`config.mk`:
```
export PLATFORM = sky130hd
export DESIGN_NAME = fp_sum_feeder
export DESIGN_NICKNAME = d
export VERILOG_FILES = /design/src/rtl/fp_sum_pkg.sv /design/src/rtl/fp_lane_buffer.sv /design/src/rtl/fp_sum_feeder.sv
export SDC_FILE = /design/constraint.sdc
export NUM_CORES = 2
export LEC_CHECK = 0
export BUFFER_PORTS_ARGS = -buffer_cell sky130_fd_sc_hd__buf_4
export CAP_MARGIN = 20
export CORE_MARGIN = 4
export CORE_UTILIZATION = 50
export CTS_BUF_LIST = sky130_fd_sc_hd__clkbuf_8
export CTS_CLUSTER_DIAMETER = 50
export CTS_CLUSTER_SIZE = 25
export DETAILED_ROUTE_END_ITERATION = 12
export GPL_TIMING_DRIVEN = 0
export PLACE_DENSITY = 0.69
export SYNTH_ARGS = -nofsm -noshare
export SYNTH_HDL_FRONTEND = slang
export SYNTH_SLANG_ARGS = --single-unit
```
`constraint.sdc`:
```
create_clock -name aclk -period 2.5 [get_ports aclk]
set_clock_uncertainty 0.1 [all_clocks]
set_input_delay 0.125 -clock aclk [delete_from_list [all_inputs] [get_ports aclk]]
set_output_delay 0.125 -clock aclk [all_outputs]
set_load 0.02 [all_outputs]
```
`src/rtl/fp_sum_pkg.sv`:
```
// Shared definitions for the fp_sum front-end: lane geometry, FP32 zero and the feeder FSM states.
package fp_sum_pkg;

   localparam int LANES = 16;
   localparam int FP_W = 32;
   localparam int CNT_W = 5;
   localparam int WAIT_W = 4;
   localparam logic [FP_W-1:0] FP_ZERO = 32'h0;

   typedef enum logic [1:0] {
      FILL  = 2'd0,
      ISSUE = 2'd1,
      WAIT  = 2'd2,
      OUT   = 2'd3
   } state_t;

endpackage

```
`src/rtl/fp_lane_buffer.sv`:
```
// 16x32 shadow register: one lane written per accepted word, all lanes cleared together.
module fp_lane_buffer
   import fp_sum_pkg::*;
(
   input  logic                  aclk,
   input  logic                  aresetn,
   input  logic                  wr_en,
   input  logic [3:0]            wr_idx,
   input  logic [FP_W-1:0]       wr_data,
   input  logic                  clr,
   output logic [LANES*FP_W-1:0] lane_data
);

   genvar gi;
   generate
      for (gi = 0; gi < LANES; gi++) begin : g_lane
         logic [FP_W-1:0] lane_reg;

         always_ff @(posedge aclk or negedge aresetn) begin
            if (!aresetn) begin
               lane_reg <= FP_ZERO;
            end else if (clr) begin
               lane_reg <= FP_ZERO;
            end else if (wr_en && (wr_idx == 4'(gi))) begin
               lane_reg <= wr_data;
            end
         end

         assign lane_data[gi*FP_W +: FP_W] = lane_reg;
      end
   endgenerate

endmodule

```
`src/rtl/fp_sum_feeder.sv`:
```
// Packs FP32 operands into 16-lane groups for fp_sum_module, sequences accumulation
// across a packet, waits out the pipeline and returns one sum per packet.
module fp_sum_feeder
   import fp_sum_pkg::*;
#(
   parameter int LATENCY = 5
) (
   input  logic                  aclk,
   input  logic                  aresetn,
   input  logic [FP_W-1:0]       s_axis_tdata,
   input  logic                  s_axis_tvalid,
   output logic                  s_axis_tready,
   input  logic                  s_axis_tlast,
   output logic [LANES*FP_W-1:0] op_data,
   output logic                  op_en,
   output logic                  op_acc,
   input  logic [FP_W-1:0]       res_in,
   output logic [FP_W-1:0]       m_axis_tdata,
   output logic                  m_axis_tvalid,
   input  logic                  m_axis_tready
);

   state_t                  state_reg, state_next;
   logic [CNT_W-1:0]        cnt_reg;
   logic [WAIT_W-1:0]       wait_reg;
   logic                    grp_reg;
   logic                    last_reg;
   logic                    tready_reg, tready_next;
   logic                    op_en_reg, op_en_next;
   logic                    tvalid_reg, tvalid_next;
   logic                    op_acc_reg;
   logic [LANES*FP_W-1:0]   op_data_reg;
   logic [FP_W-1:0]         m_tdata_reg;
   logic [LANES*FP_W-1:0]   buf_data;
   logic [LANES*FP_W-1:0]   grp_data;
   logic                    accept;
   logic                    close_grp;
   logic                    wait_done;

   assign accept    = tready_reg && s_axis_tvalid;
   assign close_grp = accept && (s_axis_tlast || (cnt_reg == CNT_W'(LANES - 1)));
   assign wait_done = (state_reg == WAIT) && (wait_reg == WAIT_W'(LATENCY));

   fp_lane_buffer u_buf (
      .aclk      (aclk),
      .aresetn   (aresetn),
      .wr_en     (accept),
      .wr_idx    (cnt_reg[3:0]),
      .wr_data   (s_axis_tdata),
      .clr       (state_reg == ISSUE),
      .lane_data (buf_data)
   );

   // The closing word is still in flight to the buffer, so merge it directly into the issued group.
   genvar gi;
   generate
      for (gi = 0; gi < LANES; gi++) begin : g_merge
         assign grp_data[gi*FP_W +: FP_W] =
            (CNT_W'(gi) == cnt_reg) ? s_axis_tdata :
            (CNT_W'(gi) <  cnt_reg) ? buf_data[gi*FP_W +: FP_W] : FP_ZERO;
      end
   endgenerate

   always_ff @(posedge aclk or negedge aresetn) begin
      if (!aresetn) begin
         state_reg  <= FILL;
         tready_reg <= 1'b0;
         op_en_reg  <= 1'b0;
         tvalid_reg <= 1'b0;
      end else begin
         state_reg  <= state_next;
         tready_reg <= tready_next;
         op_en_reg  <= op_en_next;
         tvalid_reg <= tvalid_next;
      end
   end

   always_comb begin
      state_next = state_reg;
      case (state_reg)
         FILL:    if (close_grp) state_next = ISSUE;
         ISSUE:   state_next = WAIT;
         WAIT:    if (wait_done) state_next = last_reg ? OUT : FILL;
         OUT:     if (m_axis_tready) state_next = FILL;
         default: state_next = FILL;
      endcase
   end

   // Outputs are registered, so they are decoded from the state being entered.
   always_comb begin
      tready_next = (state_next == FILL);
      op_en_next  = (state_next == ISSUE) || (state_next == WAIT);
      tvalid_next = (state_next == OUT);
   end

   always_ff @(posedge aclk or negedge aresetn) begin
      if (!aresetn) begin
         cnt_reg     <= '0;
         wait_reg    <= '0;
         grp_reg     <= 1'b0;
         last_reg    <= 1'b0;
         op_acc_reg  <= 1'b0;
         op_data_reg <= '0;
         m_tdata_reg <= FP_ZERO;
      end else begin
         if (accept) begin
            cnt_reg <= cnt_reg + 1'b1;
         end
         if (close_grp) begin
            last_reg    <= s_axis_tlast;
            op_data_reg <= grp_data;
            op_acc_reg  <= grp_reg;
         end
         if (state_reg == ISSUE) begin
            cnt_reg  <= '0;
            grp_reg  <= 1'b1;
            wait_reg <= WAIT_W'(1);
         end else if (wait_done) begin
            wait_reg <= '0;
            if (last_reg) begin
               m_tdata_reg <= res_in;
               grp_reg     <= 1'b0;
            end
         end else if (state_reg == WAIT) begin
            wait_reg <= wait_reg + 1'b1;
         end
      end
   end

   assign s_axis_tready = tready_reg;
   assign op_en         = op_en_reg;
   assign op_acc        = op_acc_reg;
   assign op_data       = op_data_reg;
   assign m_axis_tdata  = m_tdata_reg;
   assign m_axis_tvalid = tvalid_reg;

endmodule

```
-- After elaboration in Yosys (flattened, before gate mapping)
Index checks and enable logic that the tools add are counted.
- add/subtract/negate cells: 2
- $lt $le $gt $ge: 16
- equal/unequal tests: 38
- multiplexer cells: 77
- bitwise logic cells: 1
- reduce and logical (&&, ||, !) cells: 47
- operators with widths (cell ; count):
    $mux 32 ; 64
    $eq 4x5->1 const A ; 8
    $lt 4x5->1 const A ; 8
    $reduce_bool 2->1 ; 19
    $eq 4x4->1 const B ; 8
    $eq 3x5->1 const A ; 4
    $eq 4x3->1 const B ; 5
    $lt 3x5->1 const A ; 4
    $logic_and 1x1->1 ; 19
    $mux 4 ; 3
    $eq 2x5->1 const A ; 2
    $lt 1x5->1 const A ; 2
    $lt 2x5->1 const A ; 2
    $mux 5 ; 2
    $eq 2x2->1 const B ; 4
    $eq 4x2->1 const B ; 2
    $mux 2 ; 4
    $pmux 2 s4 ; 1
    $add 5x1->5 const B ; 1
    $eq 1x5->1 const A ; 1
    $eq 5x4->1 const B ; 1
    $logic_not 5->1 ; 1
    $add 4x1->4 const B ; 1
    $eq 2x1->1 const B ; 2
    other kinds (9) ; 13
- register bits: 1073
- output and inout port bits: 548
- logic and storage cells: 208

-- Longest topological paths before layout
- depth in word-level cells: 7
- depth in mapped cells: 10
- depth with buffers taken out: 6

-- By module
Synthesis repeated with hierarchy kept, for this count alone.
- cells, all modules: 4366
- area total of the unflattened synthesis: 47553.1 um^2
- by module, submodules not included (module ; times used ; cells an instance ; area each (um^2)):
    fp_sum_feeder ; 1 ; 2594 ; 25044.0
    fp_lane_buffer ; 1 ; 1772 ; 22509.1

-- Worst setup path after synthesis
Ideal clock, no wire load.
- kind: register to register
- start point: register cnt_reg[0]
- end point: register u_buf.g_lane[6].lane_reg[29]
- arrival: 2.087 ns
- required time: 2.317 ns
- setup slack: 0.231 ns
- stages on the path, launching flop included: 10
- path buffers: 3
- period minus slack after synthesis: 2.269 ns
- cell sequence: dfrtp_1 > buf_2 > inv_1 > ha_1 > and3_1 > clkbuf_1 > a21oi_1 > clkbuf_1 > nand2_1 > o21ai_0
- cells in the longest elaborated chain, start to end: 3
- ends and longest elaborated chain (element ; line ; source):
    start: declaration ; fp_sum_feeder.sv:24 ; logic [CNT_W-1:0] cnt_reg;
    start signal: assignment ; fp_sum_feeder.sv:107 ; cnt_reg <= cnt_reg + 1'b1;
    $eq 4x3->1 ; fp_lane_buffer.sv:24 ; end else if (wr_en && (wr_idx == 4'(gi))) begin
    $logic_and 1x1->1 ; fp_lane_buffer.sv:24 ;
    $reduce_bool 2->1 (no line) ; -- ;
    end signal: assignment ; fp_lane_buffer.sv:25 ; lane_reg <= wr_data;
    end: declaration ; fp_lane_buffer.sv:17 ; logic [FP_W-1:0] lane_reg;
No other way between the ends.
A chain may end at the register's enable or synchronous reset.

-- Final worst setup path
- start point: register cnt_reg[0]
- end point: register op_data_reg[214], in the netlist op_data[214]
- cells in the longest elaborated chain, start to end: 3
- elaborated cells on any way between the ends: 7
- ends and longest elaborated chain (element ; line ; source):
    $lt 3x5->1 / $eq 5x4->1 (equally long branches) ; fp_sum_feeder.sv:60, fp_sum_feeder.sv:41 ;
    $mux 32 / $logic_or 1x1->1 (equally long branches) ; fp_sum_feeder.sv:60, fp_sum_feeder.sv:41 ;
    $mux 32 / $logic_and 1x1->1 (equally long branches) ; fp_sum_feeder.sv:59, fp_sum_feeder.sv:41 ;
    end signal: assignment ; fp_sum_feeder.sv:111 ; op_data_reg <= grp_data;
    end: declaration ; fp_sum_feeder.sv:32 ; logic [LANES*FP_W-1:0] op_data_reg;
Parallel ways exist; a longest one is shown, timed or not.

==> impl_results.md <==
* Ports at 617
* Post-synth EDFFs at 0
* Setup_tns at -0.0597 ns
* Slew at the pin with the worst max-slew slack at 1.10 ns
* Violated checks: negative hold slack, negative setup slack
* Total Die Area at 94400 sq um
* R2r setup slk at -0.03 ns
* CP Class: flop to flop
* Routed len/inst at 26.0 um
* ANT nets after route at 0
* Total track usage at 0.367
* Commonest cells post-synth: 1073 x dfrtp_1, 950 x nor2_1, 912 x nand2_1
* Reg clk slew, reported paths at 0.12 ns
* Area growth, synth to finish at 25.5%
* Critical Path RT at 3.05 ns
* Fin nets at 5615
* H-tree depth at 3
* DRT iter0 DRCs at around 3800
* Synthesized net count at 4796
* Largest cells by area after synthesis: dfrtp_1 60%, a221oi_1 8.6%, nor2_1 8.0%
* VDD IR max at 925 uV
* PD cells at 1290 nW/um^2
* Async SR Flop Fraction at 1.00
* Starting Density at 0.505
* Core area at 88600 sq um
* Vias per cell at 5.95
* Synth Area in Compound Gates at 0.166
* Drt total wl at about 180 mm
* Vias in the first global route at 40300
* Post-synthesis sequential area ratio at 0.599
* Filler cell count at 7574
* Pin count of the biggest net entering global routing at 179
* CP endpoint kind: flop
* Min Clock Period, post-route at 2.53 ns
* DPL Wire Length at ~130 mm
* Most frequent cell after synthesis: dfrtp_1
* Run status: complete, but fails checks
* Main synth FF type: dfrtp_1
* Cell variety after synth at 55
* Drc violations at 0
* Area of the mapped netlist at 44800 sq um
* Top cell type's share of synthesized area at 0.599
* Post-Synthesis Cells at 4717
* Reg-to-Reg End: op_data[214]
* Unrepaired setup endpoints after global routing: true
* Slew Limit Fails at 0
* First-pass iteration count of the detailed router at 5
* Post-synthesis mux area share at 0.00827
* Tcrit/Tclk final at 1.01
* Slew Limit Headroom at 0.267
* Fin worst setup slack at -0.0310 ns
* Hold WS at -0.879 ns
* Post-route cell area at 56200 sq um
* GR Overflow Total at 0
* Longest Clk Path Bufs at 3
* MaxCap Viol Count at 0
* Leakage Power at approximately 26 nW
* Worst flop-to-flop path startpoint: cnt_reg[0]
* Placer Congestion at 0.954
* Final Hold Vio Count at 440
* Reg2Reg Depth at 9
* Combinational family with the most area after synthesis: simple AND/OR/NAND/NOR gates
* TritonCTS Buffers at 110
* Max Fanout on Critical Path at 10
* Simple-Gate Fraction of Synth Area at 0.178
* Synth Area in Adders at 0.00279
* Port Buffers at 584
* Synth warn at 0
* Root Buffer: clkbuf_8
* Fmax at about 0.40 GHz
* Die H at 307 um
* Initial antenna violation count at 6
* Chip Width at 307 um
* Later-pin clock latency in the skew report at 0.80 ns
* Post-DP Area at 50800 sq um
* Via count at approximately 40000
* First-pass GRT wire length at 258 mm
* # setup viols final at 6
* Worst hold path type: input pin to async pin
* Syn_area_per_cell at around 9.5 sq um
* Share of cells above drive strength 1 at 0.239
* Post-synthesis xor/xnor area fraction at 0.000587
* Core Rows at 109
* FF+latch count, synth at between 1000 and 1500
* CTS tree: done
* CTS sink count at between 1000 and 1500
* Synth area leader: dfrtp_1
* Worst Path Arrival at 3.08 ns
* Setup crit start kind: flop
layout make-up:
class | instances | area, sq um | area share
Tap cell | 1165 | 1460 | 0.0259
Clock inverter | 98 | 1090 | 0.0194
Inverter | 8 | 37.5 | 0.000668
Sequential cell | 1073 | 26900 | 0.478
Buffer | 469 | 2330 | 0.0415
Antenna cell | 3 | 7.51 | 0.000134
Multi-Input combinational cell | 3161 | 17100 | 0.304
Timing Repair Buffer | 713 | 5790 | 0.103
Clock buffer | 112 | 1540 | 0.0274
worst max path at each step:
stage | startpoint | end | cells past startpoint
2_1_floorplan | cnt_reg[0] | u_buf.g_lane[6].lane_reg[29] | 9
3_5_place_dp | state_reg[1] | u_buf.g_lane[2].lane_reg[8] | 7
5_1_grt | cnt_reg[0] | u_buf.g_lane[3].lane_reg[24] | 6
6_report | cnt_reg[0] | op_data[214] | 9
3_3_place_gp | aresetn | op_data[451] | 1
4_1_cts | cnt_reg[1] | op_data[134] | 9
power by group:
part           total [W]  switching [W]  leakage [nW]  internal (W)
combinational     0.0306         0.0194          10.9        0.0112
sequential        0.0287        0.00475          13.6        0.0239
clock             0.0132        0.00786          1.31       0.00531
total             0.0724         0.0320          25.9        0.0404
worst max-delay path, cell delays in order, from the launching register on:
cell and delay (ns):
dfrtp_2 0.51, buf_12 0.19, clkinvlp_4 0.12, ha_4 0.25, nor4bb_4 0.33, buf_6 0.18, a21oi_4 0.08, buf_6 0.19
a221oi_2 0.34, nor2_1 0.08
stage by stage:
step | std cells | utilization | setup WS (ns) | hold slack [ns] | total power (W)
2_1_floorplan | 4717 | - | 0.231 | -0.271 | 0.0432
3_3_place_gp | 6466 | 0.571 | -11.77 | 0.258 | 0.0570
3_5_place_dp | 6472 | 0.573 | -1.12 | 0.00610 | 0.0577
4_1_cts | 6787 | 0.626 | -0.0382 | -0.875 | 0.0716
5_1_grt | 6801 | 0.634 | -0.0260 | -0.838 | 0.0759
6_report | 6802 | 0.634 | -0.0310 | -0.879 | 0.0724
kinds of logic (layout without fill, tap and decap cells):
logic type,count (synthesis),after routing
buf+inv,483,1400
other cells,0,3
fa+ha+maj,10,10
flops,1073,1073
mux,33,33
compound gates,1101,1101
xor+xnor,3,3
simple gates,2014,2014
timing repair:
action,CTS,global route
resized for setup,281,164
endpoints found under the setup margin,1014,809
pin swaps,7,5
hold buffers,92,1
endpoints found under the hold margin,805,222
setup buffers,18,12
cell usage in the layout (no fill, tap or decap), types with 38 or more instances in the layout:
cell           netlist  routed
dfrtp_1           1073    1067
nor2_1             950     939
nand2_1            912     909
buf_4                5     632
a21oi_1            328     326
a221oi_1           439     318
o21ai_0            230     230
clkbuf_1           286     153
buf_2              159     140
a221oi_2            10     120
clkbuf_8             0     112
clkbuf_2             1      96
dlygate4sd3_1        0      93
a31oi_1             65      65
nand3_1             44      43
nand2b_1            38      38
metal layers:
metal | part of all wire | global-route usage | wire (um)
met2 | 0.48 | 0.604 | 84300
met3 | 0.10 | 0.0993 | 18000
met4 | 0.054 | 0.185 | 9530
met5 | 0 | 0 | 0
met1 | 0.37 | 0.450 | 64900
(Power assumes the default switching activity.)
